`config.mk`:
```
export PLATFORM = sky130hd
export DESIGN_NAME = eth_send
export DESIGN_NICKNAME = d
export VERILOG_FILES = /design/src/rtl/eth_send.sv
export SDC_FILE = /design/constraint.sdc
export NUM_CORES = 1
export LEC_CHECK = 0
export CORE_ASPECT_RATIO = 1.25
export CORE_MARGIN = 1.5
export CORE_UTILIZATION = 58
export DETAILED_ROUTE_END_ITERATION = 8
export PLACE_DENSITY = 0.89
export SYNTH_ARGS = -nofsm -noshare
export SYNTH_HDL_FRONTEND = slang
export SYNTH_SLANG_ARGS = --single-unit
```
`constraint.sdc`:
```
create_clock -name clk -period 9.81 [get_ports clk]
set_clock_uncertainty 0.05 [all_clocks]
set_input_delay 2.943 -clock clk [delete_from_list [all_inputs] [get_ports clk]]
set_output_delay 2.943 -clock clk [all_outputs]
set_load 0.01 [all_outputs]
```
`src/rtl/eth_send.sv`:
```
// -----------------------------------------------------------------------------
// eth_send -- Ethernet transmit framer (byte stream toward the PHY)
//
// A single accepted start request builds one complete frame:
//   preamble/SFD, MAC header, ARP request/reply body or IPv4+UDP headers with
//   payload pulled from a show-ahead FIFO, zero padding to the 60-byte minimum,
//   FCS, then an inter-frame gap. pkt_type encoding matches eth_recv.
//
// Optional feature (macro ETH_SEND_IP_ID_EN):
//   defined   -> IPv4 ID is a 16-bit counter bumped after every UDP frame
//   undefined -> IPv4 ID is always 16'h0000
//
// Ports:
//   clk, rst_n          byte clock, asynchronous active-low reset
//   i_start             start request (taken only when o_busy=0, type!=0)
//   i_pkt_type          0=NONE 1=ARP_REQ 2=ARP_RESP 3=UDP
//   i_self_mac/ip       source MAC/IP (also ARP SHA/SPA)
//   i_dst_mac/ip        destination MAC/IP (also ARP THA/TPA)
//   i_src_port/dst_port UDP ports
//   i_pay_len           UDP payload length (clamped to MAX_PAYLOAD)
//   o_pay_rd            FIFO pop, i_pay_data consumed in the same cycle
//   i_pay_data          FIFO head byte
//   o_data, o_data_vl   registered byte stream to the PHY
//   o_busy              frame or IFG in progress
//   o_done              one-cycle pulse alongside the last FCS byte
// -----------------------------------------------------------------------------
module eth_send #(
  parameter int          IFG_BYTES   = 12,
  parameter logic [7:0]  IP_TTL      = 8'd64,
  parameter logic [10:0] MAX_PAYLOAD = 11'd1472
) (
  input  logic        clk,
  input  logic        rst_n,
  input  logic        i_start,
  input  logic [1:0]  i_pkt_type,
  input  logic [47:0] i_self_mac,
  input  logic [31:0] i_self_ip,
  input  logic [47:0] i_dst_mac,
  input  logic [31:0] i_dst_ip,
  input  logic [15:0] i_src_port,
  input  logic [15:0] i_dst_port,
  input  logic [10:0] i_pay_len,
  output logic        o_pay_rd,
  input  logic [7:0]  i_pay_data,
  output logic [7:0]  o_data,
  output logic        o_data_vl,
  output logic        o_busy,
  output logic        o_done
);

  typedef enum logic [3:0] {
    S_IDLE, S_PREAMBLE, S_ETH_HDR, S_ARP_BODY, S_IP_HDR,
    S_UDP_HDR, S_PAYLOAD, S_PAD, S_FCS, S_IFG
  } state_t;

  localparam logic [1:0] PKT_ARP_REQ = 2'd1;
  localparam logic [1:0] PKT_UDP     = 2'd3;

  // Reflected CRC-32, one byte per call (LSB of the byte enters first).
  function automatic logic [31:0] crc32_byte(input logic [31:0] c, input logic [7:0] d);
    logic [31:0] x;
    x = c ^ {24'h0, d};
    for (int i = 0; i < 8; i++) begin
      x = x[0] ? ((x >> 1) ^ 32'hEDB8_8320) : (x >> 1);
    end
    return x;
  endfunction

  // r_state/r_cnt describe the byte currently on o_data; w_nstate/w_ncnt the
  // byte being loaded into the output register at the next edge.
  state_t       r_state, w_nstate;
  logic [10:0]  r_cnt,   w_ncnt;

  logic [1:0]   r_type;
  logic [47:0]  r_self_mac, r_dst_mac;
  logic [31:0]  r_self_ip,  r_dst_ip;
  logic [15:0]  r_src_port, r_dst_port;
  logic [10:0]  r_pay_len;
  logic [15:0]  r_csum;
  logic [31:0]  r_crc;
  logic [7:0]   r_data;
  logic         r_data_vl;
  logic         r_done;

  logic         w_accept;
  logic         w_is_arp, w_is_req;
  logic [10:0]  w_pad_len;
  state_t       w_after_body;
  logic [15:0]  w_ip_id, w_ip_len, w_udp_len, w_csum;
  logic [47:0]  w_eth_dst, w_tha;
  logic [19:0]  w_sum, w_fold1, w_fold2;
  logic [223:0] w_vec, w_shift;
  logic         w_use_vec;
  logic [7:0]   w_byte;
  logic         w_vl_n, w_done_n, w_crc_en;
  logic [31:0]  w_fcs;

  assign w_accept  = i_start && (r_state == S_IDLE) && (i_pkt_type != 2'd0);
  assign w_is_arp  = (r_type != PKT_UDP);
  assign w_is_req  = (r_type == PKT_ARP_REQ);
  assign w_eth_dst = w_is_req ? 48'hFFFF_FFFF_FFFF : r_dst_mac;
  assign w_tha     = w_is_req ? 48'h0 : r_dst_mac;
  assign w_ip_len  = 16'd28 + {5'd0, r_pay_len};
  assign w_udp_len = 16'd8  + {5'd0, r_pay_len};
  assign w_fcs     = ~r_crc;

  // Bytes from dst MAC to end of body: ARP 42, UDP 42+len; pad up to 60.
  assign w_pad_len    = w_is_arp ? 11'd18 :
                        (r_pay_len < 11'd18) ? (11'd18 - r_pay_len) : 11'd0;
  assign w_after_body = (w_pad_len != 11'd0) ? S_PAD : S_FCS;

`ifdef ETH_SEND_IP_ID_EN
  logic [15:0] r_ip_id;
  always_ff @(posedge clk or negedge rst_n) begin
    if (!rst_n)                          r_ip_id <= 16'h0000;
    else if (r_done && r_type == PKT_UDP) r_ip_id <= r_ip_id + 16'd1;
  end
  assign w_ip_id = r_ip_id;
`else
  assign w_ip_id = 16'h0000;
`endif

  // Header checksum over the nine non-checksum words; the 20-bit sum folds
  // to 16 bits in at most two carry-add steps.
  assign w_sum   = 20'h04500 + {4'h0, w_ip_len} + {4'h0, w_ip_id} + 20'h04000 +
                   {4'h0, IP_TTL, 8'h11} +
                   {4'h0, r_self_ip[31:16]} + {4'h0, r_self_ip[15:0]} +
                   {4'h0, r_dst_ip[31:16]}  + {4'h0, r_dst_ip[15:0]};
  assign w_fold1 = {4'h0, w_sum[15:0]}   + {16'h0, w_sum[19:16]};
  assign w_fold2 = {4'h0, w_fold1[15:0]} + {16'h0, w_fold1[19:16]};
  assign w_csum  = ~w_fold2[15:0];

  // ---------------------------------------------------------------- state reg
  // NOTE: sequential state uses non-blocking assignments so every flop samples
  // the pre-edge values regardless of process evaluation order.
  always_ff @(posedge clk or negedge rst_n) begin
    if (!rst_n) begin
      r_state <= S_IDLE;
      r_cnt   <= 11'd0;
    end else begin
      r_state <= w_nstate;
      r_cnt   <= w_ncnt;
    end
  end

  // --------------------------------------------------------------- next state
  // NOTE: defaults assigned first so no path through the case leaves a
  // combinational output unassigned (which would infer a latch).
  always_comb begin
    w_nstate = r_state;
    w_ncnt   = r_cnt + 11'd1;
    unique case (r_state)
      S_IDLE: begin
        w_ncnt = 11'd0;
        if (w_accept) w_nstate = S_PREAMBLE;
      end
      S_PREAMBLE: if (r_cnt == 11'd7) begin
        w_nstate = S_ETH_HDR;
        w_ncnt   = 11'd0;
      end
      S_ETH_HDR: if (r_cnt == 11'd13) begin
        w_nstate = w_is_arp ? S_ARP_BODY : S_IP_HDR;
        w_ncnt   = 11'd0;
      end
      S_ARP_BODY: if (r_cnt == 11'd27) begin
        w_nstate = w_after_body;
        w_ncnt   = 11'd0;
      end
      S_IP_HDR: if (r_cnt == 11'd19) begin
        w_nstate = S_UDP_HDR;
        w_ncnt   = 11'd0;
      end
      S_UDP_HDR: if (r_cnt == 11'd7) begin
        w_nstate = (r_pay_len != 11'd0) ? S_PAYLOAD : w_after_body;
        w_ncnt   = 11'd0;
      end
      S_PAYLOAD: if (r_cnt == r_pay_len - 11'd1) begin
        w_nstate = w_after_body;
        w_ncnt   = 11'd0;
      end
      S_PAD: if (r_cnt == w_pad_len - 11'd1) begin
        w_nstate = S_FCS;
        w_ncnt   = 11'd0;
      end
      S_FCS: if (r_cnt == 11'd3) begin
        w_nstate = S_IFG;
        w_ncnt   = 11'd0;
      end
      S_IFG: if (r_cnt == 11'(IFG_BYTES - 1)) begin
        w_nstate = S_IDLE;
        w_ncnt   = 11'd0;
      end
      default: begin
        w_nstate = S_IDLE;
        w_ncnt   = 11'd0;
      end
    endcase
  end

  // ------------------------------------------------------------------ outputs
  // Selects the byte for the next output position. Header fields are packed
  // MSB-first into a left-aligned vector and the byte index picks the top.
  always_comb begin
    w_vec     = '0;
    w_use_vec = 1'b0;
    w_byte    = 8'h00;
    unique case (w_nstate)
      S_PREAMBLE: w_byte = (w_ncnt == 11'd7) ? 8'hD5 : 8'h55;
      S_ETH_HDR: begin
        w_vec     = {w_eth_dst, r_self_mac, 8'h08, (w_is_arp ? 8'h06 : 8'h00), 112'h0};
        w_use_vec = 1'b1;
      end
      S_ARP_BODY: begin
        w_vec     = {16'h0001, 16'h0800, 8'h06, 8'h04, 8'h00, (w_is_req ? 8'h01 : 8'h02),
                     r_self_mac, r_self_ip, w_tha, r_dst_ip};
        w_use_vec = 1'b1;
      end
      S_IP_HDR: begin
        w_vec     = {16'h4500, w_ip_len, w_ip_id, 16'h4000, IP_TTL, 8'h11, r_csum,
                     r_self_ip, r_dst_ip, 64'h0};
        w_use_vec = 1'b1;
      end
      S_UDP_HDR: begin
        w_vec     = {r_src_port, r_dst_port, w_udp_len, 16'h0000, 160'h0};
        w_use_vec = 1'b1;
      end
      S_PAYLOAD: w_byte = i_pay_data;
      S_FCS: begin
        // ~crc goes out least-significant byte first
        unique case (w_ncnt[1:0])
          2'd0:    w_byte = w_fcs[7:0];
          2'd1:    w_byte = w_fcs[15:8];
          2'd2:    w_byte = w_fcs[23:16];
          default: w_byte = w_fcs[31:24];
        endcase
      end
      default: w_byte = 8'h00;
    endcase
    w_shift = w_vec << {w_ncnt[4:0], 3'b000};
    if (w_use_vec) w_byte = w_shift[223:216];

    w_vl_n   = (w_nstate != S_IDLE) && (w_nstate != S_IFG);
    w_done_n = (w_nstate == S_FCS) && (w_ncnt == 11'd3);
    w_crc_en = w_nstate inside {S_ETH_HDR, S_ARP_BODY, S_IP_HDR, S_UDP_HDR, S_PAYLOAD, S_PAD};
    o_pay_rd = (w_nstate == S_PAYLOAD);
    o_busy   = (r_state != S_IDLE);
  end

  // ----------------------------------------------------------------- datapath
  // NOTE: the latched request fields are reset along with the control state;
  // there is no storage array here, so a full reset costs nothing extra.
  always_ff @(posedge clk or negedge rst_n) begin
    if (!rst_n) begin
      r_type     <= 2'd0;
      r_self_mac <= 48'h0;
      r_dst_mac  <= 48'h0;
      r_self_ip  <= 32'h0;
      r_dst_ip   <= 32'h0;
      r_src_port <= 16'h0;
      r_dst_port <= 16'h0;
      r_pay_len  <= 11'd0;
      r_csum     <= 16'h0;
      r_crc      <= 32'hFFFF_FFFF;
      r_data     <= 8'h00;
      r_data_vl  <= 1'b0;
      r_done     <= 1'b0;
    end else begin
      if (w_accept) begin
        r_type     <= i_pkt_type;
        r_self_mac <= i_self_mac;
        r_dst_mac  <= i_dst_mac;
        r_self_ip  <= i_self_ip;
        r_dst_ip   <= i_dst_ip;
        r_src_port <= i_src_port;
        r_dst_port <= i_dst_port;
        r_pay_len  <= (i_pay_len > MAX_PAYLOAD) ? MAX_PAYLOAD : i_pay_len;
        r_crc      <= 32'hFFFF_FFFF;
      end else if (w_crc_en) begin
        r_crc <= crc32_byte(r_crc, w_byte);
      end
      // Recomputed every cycle from latched fields; settles the cycle after
      // accept, long before the IP header is reached.
      r_csum    <= w_csum;
      r_data    <= w_byte;
      r_data_vl <= w_vl_n;
      r_done    <= w_done_n;
    end
  end

  assign o_data    = r_data;
  assign o_data_vl = r_data_vl;
  assign o_done    = r_done;

endmodule

```
### Word level (Yosys, flattened, before mapping)

Index checks and enable logic that the tools add are counted.
Widths: inputs -> output; s select.

* shift operators: 1
* equal/unequal tests: 32
* reductions and logical operators: 15
* bitwise logic cells: 11
* magnitude comparators: 2
* multiplexer cells: 46
* add/subtract/negate cells: 15

Operator list (count)
* $pmux 224 s4: 1
* $mux 32: 10
* $shl 224x8->224: 1
* $mux 11: 11
* $not 13->14: 8
* $mux 48: 2
* $pmux 11 s8: 1
* $mux 4: 12
* $pmux 8 s3: 2
* $add 20x16->20: 2
* $pmux 4 s10: 1
* $eq 4x3->1 const B: 8
* $not 32->32: 1
* $xor 32x8->32: 1
* $eq 11x11->1: 2
* $eq 11x2->1 const B: 2
* $eq 11x3->1 const B: 2
* $eq 11x4->1 const B: 2
* $eq 11x5->1 const B: 2
* $reduce_bool 11->1: 2
* $sub 11x1->11 const B: 2
* $add 19x16->20: 1
* $add 18x16->19: 1
* $add 17x15->18 const B: 1
* other kinds (30): 44

* logic and storage cells: 137
* register bits: 278
* input port bits: 216
* output and inout port bits: 12

### Longest topological paths before layout

Gate-level depths: netlist of run 1.

* word-level depth: 31
* depth in mapped cells: 42
* depth with buffers taken out: 40

### Worst setup path after synthesis of run 1

OpenSTA, ideal clock, no wires.

* kind: register to register
* start: reg r_pay_len[3]
* end: reg r_csum[15]
* setup time: 0.128 ns
* data required time: 9.632 ns
* cell stages (with the launch flop): 39
* buffers on the path: 2
* clock period less this slack: 7.600 ns
* arrival: 7.422 ns
* setup slack: 2.210 ns
* cells stage by stage: dfrtp_1 -> buf_2 -> inv_1 -> ha_1 -> xor2_1 -> fa_1 -> fa_1 -> fa_1 -> ha_1 -> a21oi_1 -> o21bai_1 -> a21oi_1 -> o21bai_1 -> a21oi_1 -> o21bai_1 -> a21oi_1 -> o21bai_1 -> a21oi_1 -> (+3 left out) -> nand2b_1 -> a21oi_1 -> xnor2_1 -> fa_1 -> a21o_1 -> nand2_1 -> nor3_1 -> nand3_1 -> inv_1 -> and3_1 -> and3_1 -> ha_1 -> and3_1 -> clkbuf_1 -> nand4_1 -> o21ai_0 -> nand3_1 -> xor2_1

* cells in the longest elaborated chain, start to end: 11

RTL lines
* start: declaration: line 78 `logic [10:0] r_pay_len;`
* start signal: assignment: line 276 `r_pay_len <= (i_pay_len > MAX_PAYLOAD) ? MAX_PAYLOAD : i_pay_len;`
* $add 5x11->12: line 103 `assign w_ip_len = 16'd28 + {5'd0, r_pay_len};`
* $add 15x12->16: line 125 `assign w_sum = 20'h04500 + {4'h0, w_ip_len} + {4'h0, w_ip_id} + 20'h04000 +`
* $add 16x15->17: line 125
* $add 17x15->18: line 125
* $add 18x16->19: line 126 `{4'h0, IP_TTL, 8'h11} +`
* $add 19x16->20: line 127 `{4'h0, r_self_ip[31:16]} + {4'h0, r_self_ip[15:0]} +`
* $add 20x16->20: line 127
* $add 20x16->20: line 128 `{4'h0, r_dst_ip[31:16]} + {4'h0, r_dst_ip[15:0]};`
* $add 16x4->17: line 129 `assign w_fold1 = {4'h0, w_sum[15:0]} + {16'h0, w_sum[19:16]};`
* $add 16x1->16: line 130 `assign w_fold2 = {4'h0, w_fold1[15:0]} + {16'h0, w_fold1[19:16]};`
* $not 16->16: line 131 `assign w_csum = ~w_fold2[15:0];`
* named net w_csum[15]: line 89 `logic [15:0] w_ip_id, w_ip_len, w_udp_len, w_csum;`
* end signal: assignment: line 283 `r_csum <= w_csum;`
* end: declaration: line 79 `logic [15:0] r_csum;`

The timed path passes the listed nets, and every way through them passes these cells.
A chain may end at the register's enable or synchronous reset.

### Final worst setup path of run 1

* start: reg r_pay_len[2]
* end: reg r_csum[15]

The elaborated chain is that of the path after synthesis.

==> report_table.html, run 1 <==
<table>
<tr><th>Metric</th><th>Value</th></tr>
<tr><th colspan="2">Outcome</th></tr>
<tr><td>Status</td><td>finished with violations</td></tr>
<tr><td>Failing checks</td><td>slew limit</td></tr>
<tr><th colspan="2">Timing</th></tr>
<tr><td>Tightest Pin Transition</td><td>1570 ps</td></tr>
<tr><td>Final min period</td><td>9050 ps</td></tr>
<tr><td>Slew HR</td><td>-4.62%</td></tr>
<tr><td>Number of hold-slack violations in the final timing report</td><td>0</td></tr>
<tr><td>Final worst path period share</td><td>92.3%</td></tr>
<tr><td>Maximum operating frequency</td><td>0.110 GHz</td></tr>
<tr><td>Setup Viol. Count Final</td><td>0</td></tr>
<tr><td>Final TNS setup</td><td>0 ps</td></tr>
<tr><td>RSZ-0062 raised after global routing</td><td>false</td></tr>
<tr><td>Max Slew Vio Count</td><td>72</td></tr>
<tr><th colspan="2">Clock network</th></tr>
<tr><td>H-tree depth</td><td>1</td></tr>
<tr><td>Cells resized by post-CTS repair</td><td>0</td></tr>
<tr><td>Clk sinks</td><td>278</td></tr>
<tr><td>Clock buffer count from CTS</td><td>28</td></tr>
<tr><td>Count of buffers added by post-CTS timing repair for setup</td><td>0</td></tr>
<tr><td>Clock tree from TritonCTS</td><td>done</td></tr>
<tr><td>Worst-path clk slew</td><td>70 ps</td></tr>
<tr><td>Insertion delay to the later sink of the worst-skew pair</td><td>590 ps</td></tr>
<tr><td>Hold bufs inserted after CTS</td><td>0</td></tr>
<tr><td>CTS Root Buffer Type</td><td>sky130_fd_sc_hd__clkbuf_16</td></tr>
<tr><td>Maximum number of buffers from clock root to sink</td><td>3</td></tr>
<tr><th colspan="2">Drt</th></tr>
<tr><td>Wire length the detailed router placed on met1</td><td>29000 microns</td></tr>
<tr><td>Average routed wire per standard cell</td><td>27.2 microns</td></tr>
<tr><td>Sum of met2 wire segment lengths after detailed routing</td><td>38000 microns</td></tr>
<tr><td>Initial DRC count</td><td>3032</td></tr>
<tr><td>Highest metal layer with signal wires</td><td>met5</td></tr>
<tr><td>DRT antenna net count</td><td>0</td></tr>
<tr><td>Routed met3 length</td><td>8410 microns</td></tr>
<tr><td>Overall routed net length</td><td>83200 microns</td></tr>
<tr><td>Total vias in the final route</td><td>20300</td></tr>
<tr><td>Router iterations before antenna repair</td><td>8</td></tr>
<tr><td>Residual DRC</td><td>0</td></tr>
<tr><td>Per-cell via count in the routed design</td><td>6.64</td></tr>
<tr><th colspan="2">Pwr</th></tr>
<tr><td>Maximum resistive drop on vdd</td><td>153 uV</td></tr>
<tr><td>Total power divided by cell area</td><td>102 mW/mm^2</td></tr>
<tr><td>Leakage power figure</td><td>10.7 nW</td></tr>
<tr><th colspan="2">Yosys</th></tr>
<tr><td>Number of standard cells after synthesis</td><td>2431</td></tr>
<tr><td>Syn Std Cell Area</td><td>0.0202 sq mm</td></tr>
<tr><td>Commonest register cell after synthesis</td><td>sky130_fd_sc_hd__dfrtp_1</td></tr>
<tr><td>Synthesized netlist net count</td><td>2742</td></tr>
<tr><td>Per-instance average area after synthesis</td><td>8.30 sq um</td></tr>
<tr><td>Proportion of synthesized flip-flops having asynchronous set or reset</td><td>100%</td></tr>
<tr><td>Part of the Yosys area used for sequential elements</td><td>34.7%</td></tr>
<tr><td>Flip-flop and latch count after synthesis</td><td>278</td></tr>
<tr><td>Yosys synthesis warning count</td><td>0</td></tr>
<tr><td>Post-synth EDFFs</td><td>0</td></tr>
<tr><td>Proportion of netlist area held by the largest area contributor</td><td>30.5%</td></tr>
<tr><td>Cell accounting for the most synthesized area</td><td>sky130_fd_sc_hd__dfrtp_1</td></tr>
<tr><td>Largest cells by area after synthesis</td><td>sky130_fd_sc_hd__dfrtp_1, sky130_fd_sc_hd__nand2_1, sky130_fd_sc_hd__fa_1</td></tr>
<tr><td>Netlist cell types</td><td>116</td></tr>
<tr><th colspan="2">Layout</th></tr>
<tr><td>Highest-count cells in the layout ignoring fill and taps</td><td>sky130_fd_sc_hd__nand2_1, sky130_fd_sc_hd__dfrtp_1, sky130_fd_sc_hd__clkdlybuf4s50_1</td></tr>
<tr><td>Final cell count without fillers</td><td>3061</td></tr>
<tr><td>Fraction of final layout cells with drive strength greater than 1</td><td>7.72%</td></tr>
<tr><td>Fin area</td><td>0.0237 sq mm</td></tr>
<tr><td>Combined flip-flop and latch cell area</td><td>0.00700 sq mm</td></tr>
<tr><td>Final net count</td><td>2880</td></tr>
<tr><td>Count of fill cells added during filler insertion</td><td>2596</td></tr>
<tr><td>Multi-input logic area</td><td>0.0121 sq mm</td></tr>
<tr><td>Area growth from synthesis to layout</td><td>17.2%</td></tr>
<tr><td>Most common cell after layout, fill and taps aside</td><td>sky130_fd_sc_hd__nand2_1</td></tr>
<tr><th colspan="2">Critical path</th></tr>
<tr><td>Worst R2R Setup Slack</td><td>760 ps</td></tr>
<tr><td>CP Data Arrival Time</td><td>9460 ps</td></tr>
<tr><td>Nature of the critical path startpoint</td><td>flip-flop</td></tr>
<tr><td>Crit path required time</td><td>10210 ps</td></tr>
<tr><td>Crit path max fanout</td><td>12</td></tr>
<tr><td>Slowest stage cell, crit path</td><td>sky130_fd_sc_hd__dfrtp_1</td></tr>
<tr><td>Largest incremental delay on the critical path</td><td>580 ps</td></tr>
<tr><td>Category of the most critical setup path</td><td>reg -&gt; reg</td></tr>
<tr><td>Category of the worst setup path capture point</td><td>flip-flop</td></tr>
<tr><td>Cell repeated most along the worst path</td><td>sky130_fd_sc_hd__a21oi_1</td></tr>
<tr><th colspan="2">Floorplan</th></tr>
<tr><td>Die Outline Area</td><td>0.0359 sq mm</td></tr>
<tr><td>Initial core utilization</td><td>58.8%</td></tr>
<tr><td>Vertical die dimension</td><td>212 microns</td></tr>
<tr><td>Top Ports</td><td>228</td></tr>
<tr><td>Die outline width</td><td>170 microns</td></tr>
<tr><td>Row Count</td><td>76</td></tr>
<tr><td>Core outline area</td><td>0.0343 sq mm</td></tr>
<tr><th colspan="2">Global routing</th></tr>
<tr><td>Global-route wire length before repair</td><td>123000 microns</td></tr>
<tr><td>Maximum number of pins on one net before global-route repair</td><td>257</td></tr>
<tr><td>Number of global-route vias before repair</td><td>20100</td></tr>
<tr><td>Global-route usage over all layers</td><td>46.5%</td></tr>
<tr><td>Total congestion overflow</td><td>0</td></tr>
<tr><td>Initial antenna violation count</td><td>4</td></tr>
<tr><th colspan="2">Run</th></tr>
<tr><td>Max-capacitance violation count</td><td>0</td></tr>
<tr><th colspan="2">Placed design</th></tr>
<tr><td>Placed inst area</td><td>0.0227 sq mm</td></tr>
<tr><td>Count of input and output buffers</td><td>227</td></tr>
<tr><td>Post-placement cell count</td><td>3007</td></tr>
<tr><td>Dpl hpwl</td><td>61100 microns</td></tr>
<tr><td>GP Congestion</td><td>1.07</td></tr>
<tr><th colspan="2">Min path</th></tr>
<tr><td>Worst hold path type</td><td>reg -&gt; reg</td></tr>
</table>
sequential cells by signal, summed over array words and instances (netlist names):
register / flops
o_data: 8
o_data_vl: 1
o_done: 1
r_cnt: 11
r_crc: 32
r_csum: 16
r_dst_ip: 32
r_dst_mac: 48
r_dst_port: 16
r_pay_len: 11
r_self_ip: 32
r_self_mac: 48
r_src_port: 16
r_state: 4
r_type: 2
layout make-up:
cell class              count  area share (%)
well taps                 468            2.48
diodes                      2          0.0212
clock inverters            18           0.899
repair buffers            266            10.9
multi-input cells        1898            51.3
clock buffers              34            3.27
inverters                  97            1.55
flip-flops and latches    278            29.6
final timing paths:
check,from,end,cells past startpoint
max,r_pay_len[2]$_DFFE_PN0P_,r_csum[15]$_DFF_PN0_,36
min,r_self_mac[42]$_DFFE_PN0P_,r_self_mac[42]$_DFFE_PN0P_,2
max reg2reg,r_pay_len[2]$_DFFE_PN0P_,r_csum[15]$_DFF_PN0_,36
min reg2reg,r_self_mac[42]$_DFFE_PN0P_,r_self_mac[42]$_DFFE_PN0P_,2
max in group asynchronous,rst_n,r_csum[14]$_DFF_PN0_,2
min in group asynchronous,rst_n,o_data[5]$_DFF_PN0_,1
Yosys cell counts, drive strengths merged (7+ instances only):
cell,number
o32ai,8
nand3,61
o211ai,28
nand2,678
and2,13
o21bai,9
a2111oi,8
nor3,64
and3,17
a211o,9
a31oi,25
mux2i,55
ha,50
xnor3,7
a21o,9
dfrtp,246
nor2,110
a211oi,19
a32oi,7
a311oi,7
o311ai,9
a22oi,18
o21a,7
a221oi,21
dfstp,32
xnor2,91
o221ai,8
xor2,44
clkbuf,110
nand4,17
nand2b,12
fa,45
inv,97
mux2,16
o31ai,10
a21oi,131
o22ai,16
or3,14
a221o,8
o21ai,123
nor2b,11
buf,48
logic make-up after synthesis:
kind of cell	after synthesis	share of synthesized area (%)
multiplexers	71	3.64
adder cells (fa/ha/maj)	95	7.56
flip-flops	278	34.7
XOR/XNOR	143	7.27
AND/OR/NAND/NOR	1040	22.4
AO/OA/AOI/OAI	549	19.0
buffers and inverters	255	5.44
power by group:
part / internal [W] / switching (W) / leakage (nW)
logic: 0.0000763 / 0.0000382 / 6.65
clock network: 0.000669 / 0.000490 / 0.483
registers: 0.00115 / 0 / 3.58
stage by stage:
stage               hold slack [ps]  setup WS (ps)  total power, W  util (%)
floorplan                       387           2210         0.00117         -
CTS                             441            932         0.00243      68.9
finish                          449            759         0.00242      68.9
global placement                408           1420         0.00128      66.0
global route                    466            282         0.00248      68.9
detailed placement              418           1140         0.00128      66.0
critical path: cells and delay by family, from the launching register on:
kind,cells,cell delay [ps]
adder cells (fa/ha/maj),7,2680
AND/OR/NAND/NOR,10,1740
flip-flops,1,580
XOR/XNOR,3,830
AO/OA/AOI/OAI,14,2670
buffers and inverters,2,360
routing by layer:
layer	up-vias	GRT usage, %
met4	2	36.3
li1	8737	-
met1	9730	54.1
met2	1391	73.5
met3	458	11.5
met5	-	0.421
No activity file was read; power rests on OpenSTA's default activity.
==> inputs of run 2 (changes only) <==
--- a/config.mk
+++ b/config.mk
@@ -7,9 +7,9 @@
 export LEC_CHECK = 0
 export CORE_ASPECT_RATIO = 1.25
 export CORE_MARGIN = 1.5
-export CORE_UTILIZATION = 58
+export CORE_UTILIZATION = 62
 export DETAILED_ROUTE_END_ITERATION = 8
-export PLACE_DENSITY = 0.89
+export PLACE_DENSITY = 0.94
 export SYNTH_ARGS = -nofsm -noshare
 export SYNTH_HDL_FRONTEND = slang
 export SYNTH_SLANG_ARGS = --single-unit
==> constraint.sdc (replaced) <==
create_clock -name clk -period 11.6 [get_ports clk]
set_clock_uncertainty 0.05 [all_clocks]
set_input_delay 3.48 -clock clk [delete_from_list [all_inputs] [get_ports clk]]
set_output_delay 3.48 -clock clk [all_outputs]
set_load 0.01 [all_outputs]
==> run 2 against run 1 <==
  * The run ends with DRC left
  * Fmax is 7.5% lower
  * Register-to-register slack improved by 1100 ps
  * Hold slack got worse by 12 ps
  * Global-route usage grew 4.0 points
  * Sequential share of layout area rose by 0.28 points
  * First-iteration DRC count up 4.7%
  * Cell count is 2.2% lower
  * Power fell by 18%
  * Design area down 0.93%
  * Utilization grew 4.4 points
  * Combinational power fell by 15%
  * Largest cell class unchanged
==> report_table.html, run 2 (synthesized netlist as in run 1, its figures left out) <==
<table>
<tr><th>Metric</th><th>Value</th></tr>
<tr><th colspan="2">Outcome</th></tr>
<tr><td>Status</td><td>finished with violations</td></tr>
<tr><td>Failing checks</td><td>DRC</td></tr>
<tr><th colspan="2">Run</th></tr>
<tr><td>Max-capacitance violation count</td><td>0</td></tr>
<tr><th colspan="2">Clock network</th></tr>
<tr><td>CTS Root Buffer Type</td><td>sky130_fd_sc_hd__clkbuf_16</td></tr>
<tr><td>Cells resized by post-CTS repair</td><td>0</td></tr>
<tr><td>Count of buffers added by post-CTS timing repair for setup</td><td>0</td></tr>
<tr><td>Clk sinks</td><td>278</td></tr>
<tr><td>Hold bufs inserted after CTS</td><td>0</td></tr>
<tr><td>Clock buffer count from CTS</td><td>28</td></tr>
<tr><td>H-tree depth</td><td>1</td></tr>
<tr><td>Maximum number of buffers from clock root to sink</td><td>3</td></tr>
<tr><td>Worst-path clk slew</td><td>70 ps</td></tr>
<tr><td>Insertion delay to the later sink of the worst-skew pair</td><td>590 ps</td></tr>
<tr><td>Clock tree from TritonCTS</td><td>done</td></tr>
<tr><th colspan="2">Timing</th></tr>
<tr><td>RSZ-0062 raised after global routing</td><td>false</td></tr>
<tr><td>Setup Viol. Count Final</td><td>0</td></tr>
<tr><td>Final TNS setup</td><td>0 ps</td></tr>
<tr><td>Number of hold-slack violations in the final timing report</td><td>0</td></tr>
<tr><td>Max Slew Vio Count</td><td>0</td></tr>
<tr><td>Final worst path period share</td><td>84.4%</td></tr>
<tr><td>Maximum operating frequency</td><td>0.102 GHz</td></tr>
<tr><td>Final min period</td><td>9790 ps</td></tr>
<tr><td>Tightest Pin Transition</td><td>1260 ps</td></tr>
<tr><td>Worst setup margin</td><td>1810 ps</td></tr>
<tr><td>Slew HR</td><td>16.0%</td></tr>
<tr><th colspan="2">Floorplan</th></tr>
<tr><td>Die Outline Area</td><td>0.0336 sq mm</td></tr>
<tr><td>Row Count</td><td>73</td></tr>
<tr><td>Die outline width</td><td>164 microns</td></tr>
<tr><td>Initial core utilization</td><td>63.1%</td></tr>
<tr><td>Vertical die dimension</td><td>205 microns</td></tr>
<tr><td>Core outline area</td><td>0.0320 sq mm</td></tr>
<tr><td>Top Ports</td><td>228</td></tr>
<tr><th colspan="2">Critical path</th></tr>
<tr><td>Worst Reg-to-Reg Cells</td><td>40</td></tr>
<tr><td>Kind of cell adding the most delay to the critical path</td><td>adder cells</td></tr>
<tr><td>Source of the worst register-to-register timing path</td><td>r_pay_len[4]$_DFFE_PN0P_</td></tr>
<tr><td>Worst path depth</td><td>40</td></tr>
<tr><td>Category of the most critical setup path</td><td>reg -&gt; reg</td></tr>
<tr><td>Slowest stage cell, crit path</td><td>sky130_fd_sc_hd__xnor2_1</td></tr>
<tr><td>Crit path required time</td><td>12010 ps</td></tr>
<tr><td>Category of the worst setup path capture point</td><td>flip-flop</td></tr>
<tr><td>Crit path buffers/inverters</td><td>6</td></tr>
<tr><td>Worst R2R Setup Slack</td><td>1810 ps</td></tr>
<tr><td>CP Data Arrival Time</td><td>10190 ps</td></tr>
<tr><td>Crit path max fanout</td><td>15</td></tr>
<tr><td>Worst Setup SP</td><td>r_pay_len[4]$_DFFE_PN0P_</td></tr>
<tr><td>Nature of the critical path startpoint</td><td>flip-flop</td></tr>
<tr><td>Reg-to-Reg End</td><td>r_csum[14]$_DFF_PN0_</td></tr>
<tr><td>Largest incremental delay on the critical path</td><td>910 ps</td></tr>
<tr><td>Capture point of the critical path</td><td>r_csum[14]$_DFF_PN0_</td></tr>
<tr><th colspan="2">Pwr</th></tr>
<tr><td>Sequential group share of total power</td><td>48.8%</td></tr>
<tr><td>Leakage power figure</td><td>10.6 nW</td></tr>
<tr><td>Maximum resistive drop on vdd</td><td>113 uV</td></tr>
<tr><td>Proportion of power drawn by the clock network</td><td>46.3%</td></tr>
<tr><td>Total power divided by cell area</td><td>84.9 mW/mm^2</td></tr>
<tr><td>Proportion of total power due to net switching</td><td>23.1%</td></tr>
<tr><td>Switching power</td><td>0.000460 W</td></tr>
<tr><td>Internal power of the cells</td><td>0.00153 W</td></tr>
<tr><td>Logic pwr share</td><td>4.9%</td></tr>
<tr><th colspan="2">Global routing</th></tr>
<tr><td>Maximum number of pins on one net before global-route repair</td><td>184</td></tr>
<tr><td>Initial antenna violation count</td><td>3</td></tr>
<tr><td>Number of global-route vias before repair</td><td>20900</td></tr>
<tr><td>Global-route wire length before repair</td><td>125000 microns</td></tr>
<tr><td>Total congestion overflow</td><td>0</td></tr>
<tr><td>Global-route usage over all layers</td><td>50.5%</td></tr>
<tr><th colspan="2">Layout</th></tr>
<tr><td>Most common cell after layout, fill and taps aside</td><td>sky130_fd_sc_hd__nand2_1</td></tr>
<tr><td>Count of fill cells added during filler insertion</td><td>2157</td></tr>
<tr><td>Highest-count cells in the layout ignoring fill and taps</td><td>sky130_fd_sc_hd__nand2_1, sky130_fd_sc_hd__dfrtp_1, sky130_fd_sc_hd__clkdlybuf4s50_1</td></tr>
<tr><td>Fin area</td><td>0.0234 sq mm</td></tr>
<tr><td>Registers with the most flip-flops</td><td>r_dst_mac (48), r_self_mac (48)</td></tr>
<tr><td>Area growth from synthesis to layout</td><td>16.2%</td></tr>
<tr><td>Diodes inserted</td><td>0</td></tr>
<tr><td>Final net count</td><td>2872</td></tr>
<tr><td>Fraction of final layout cells with drive strength greater than 1</td><td>7.24%</td></tr>
<tr><td>Utilization after layout</td><td>73.3%</td></tr>
<tr><th colspan="2">Drt</th></tr>
<tr><td>Residual DRC</td><td>1</td></tr>
<tr><td>Overall routed net length</td><td>84300 microns</td></tr>
<tr><td>DRT antenna net count</td><td>0</td></tr>
<tr><td>Initial DRC count</td><td>3175</td></tr>
<tr><td>Per-cell via count in the routed design</td><td>6.99</td></tr>
<tr><td>Router iterations before antenna repair</td><td>9</td></tr>
<tr><td>Total vias in the final route</td><td>20900</td></tr>
<tr><td>Average routed wire per standard cell</td><td>28.2 microns</td></tr>
<tr><th colspan="2">Min path</th></tr>
<tr><td>Worst hold path type</td><td>reg -&gt; reg</td></tr>
<tr><th colspan="2">Placed design</th></tr>
<tr><td>Pre-CTS WS</td><td>1980 ps</td></tr>
<tr><td>Count of input and output buffers</td><td>227</td></tr>
<tr><td>Dpl hpwl</td><td>60500 microns</td></tr>
<tr><td>Placed inst area</td><td>0.0225 sq mm</td></tr>
<tr><td>GP Congestion</td><td>1.06</td></tr>
</table>
## run 2: through the flow
step / hold slack [ps] / std cells / total power [W]
after global routing: 475 / 2995 / 0.00203
after detailed placement: 413 / 2943 / 0.00108
after floorplan: 387 / 2431 / 0.000990
final: 437 / 2995 / 0.00199
after global placement: 411 / 2943 / 0.00108
after CTS: 429 / 2995 / 0.00198
## run 2: routing by layer
layer	track usage, %	share of wire (%)
met2	80.7	46
met1	57.1	33
met4	39.1	9.9
met5	1.36	0.12
met3	13.4	11
## run 2: power by group through the flow
stage	logic (W)	clock network (W)	registers, W
finish	0.0000983	0.000921	0.000970
detailed placement	0.0000974	0	0.000988
global route	0.000105	0.000957	0.000969
floorplan	0.00000166	0	0.000988
CTS	0.0000988	0.000915	0.000970
global placement	0.0000963	0	0.000988
## run 2: worst min-delay path by stage
stage,cells after the start,slack (ps),endpoint,from
6_report,2,440,r_self_mac[18]$_DFFE_PN0P_,r_self_mac[18]$_DFFE_PN0P_
2_1_floorplan,2,390,r_src_port[15]$_DFFE_PN0P_,r_src_port[15]$_DFFE_PN0P_
4_1_cts,2,430,r_self_mac[18]$_DFFE_PN0P_,r_self_mac[18]$_DFFE_PN0P_
3_3_place_gp,2,410,r_self_mac[18]$_DFFE_PN0P_,r_self_mac[18]$_DFFE_PN0P_
3_5_place_dp,2,410,r_self_mac[18]$_DFFE_PN0P_,r_self_mac[18]$_DFFE_PN0P_
5_1_grt,2,480,r_self_mac[18]$_DFFE_PN0P_,r_self_mac[18]$_DFFE_PN0P_
## run 2: layout make-up
cell class | count | area, sq um | share of cell area, %
multi-input cells | 1898 | 12100 | 51.7
flip-flops and latches | 278 | 7000 | 29.9
repair buffers | 258 | 2530 | 10.8
clock buffers | 36 | 771 | 3.29
well taps | 412 | 515 | 2.20
inverters | 97 | 367 | 1.56
clock inverters | 16 | 134 | 0.571
## run 2: worst reg2reg max path, delay by kind of cell (launching register included)
kind / cells / cell delay (ps)
AOI/OAI and AO/OA: 12 / 2100
xor gates and xnor gates: 3 / 1230
adders and majority gates: 9 / 2810
buffers and inverters: 6 / 770
DFF: 1 / 710
and+or+nand+nor: 10 / 2000
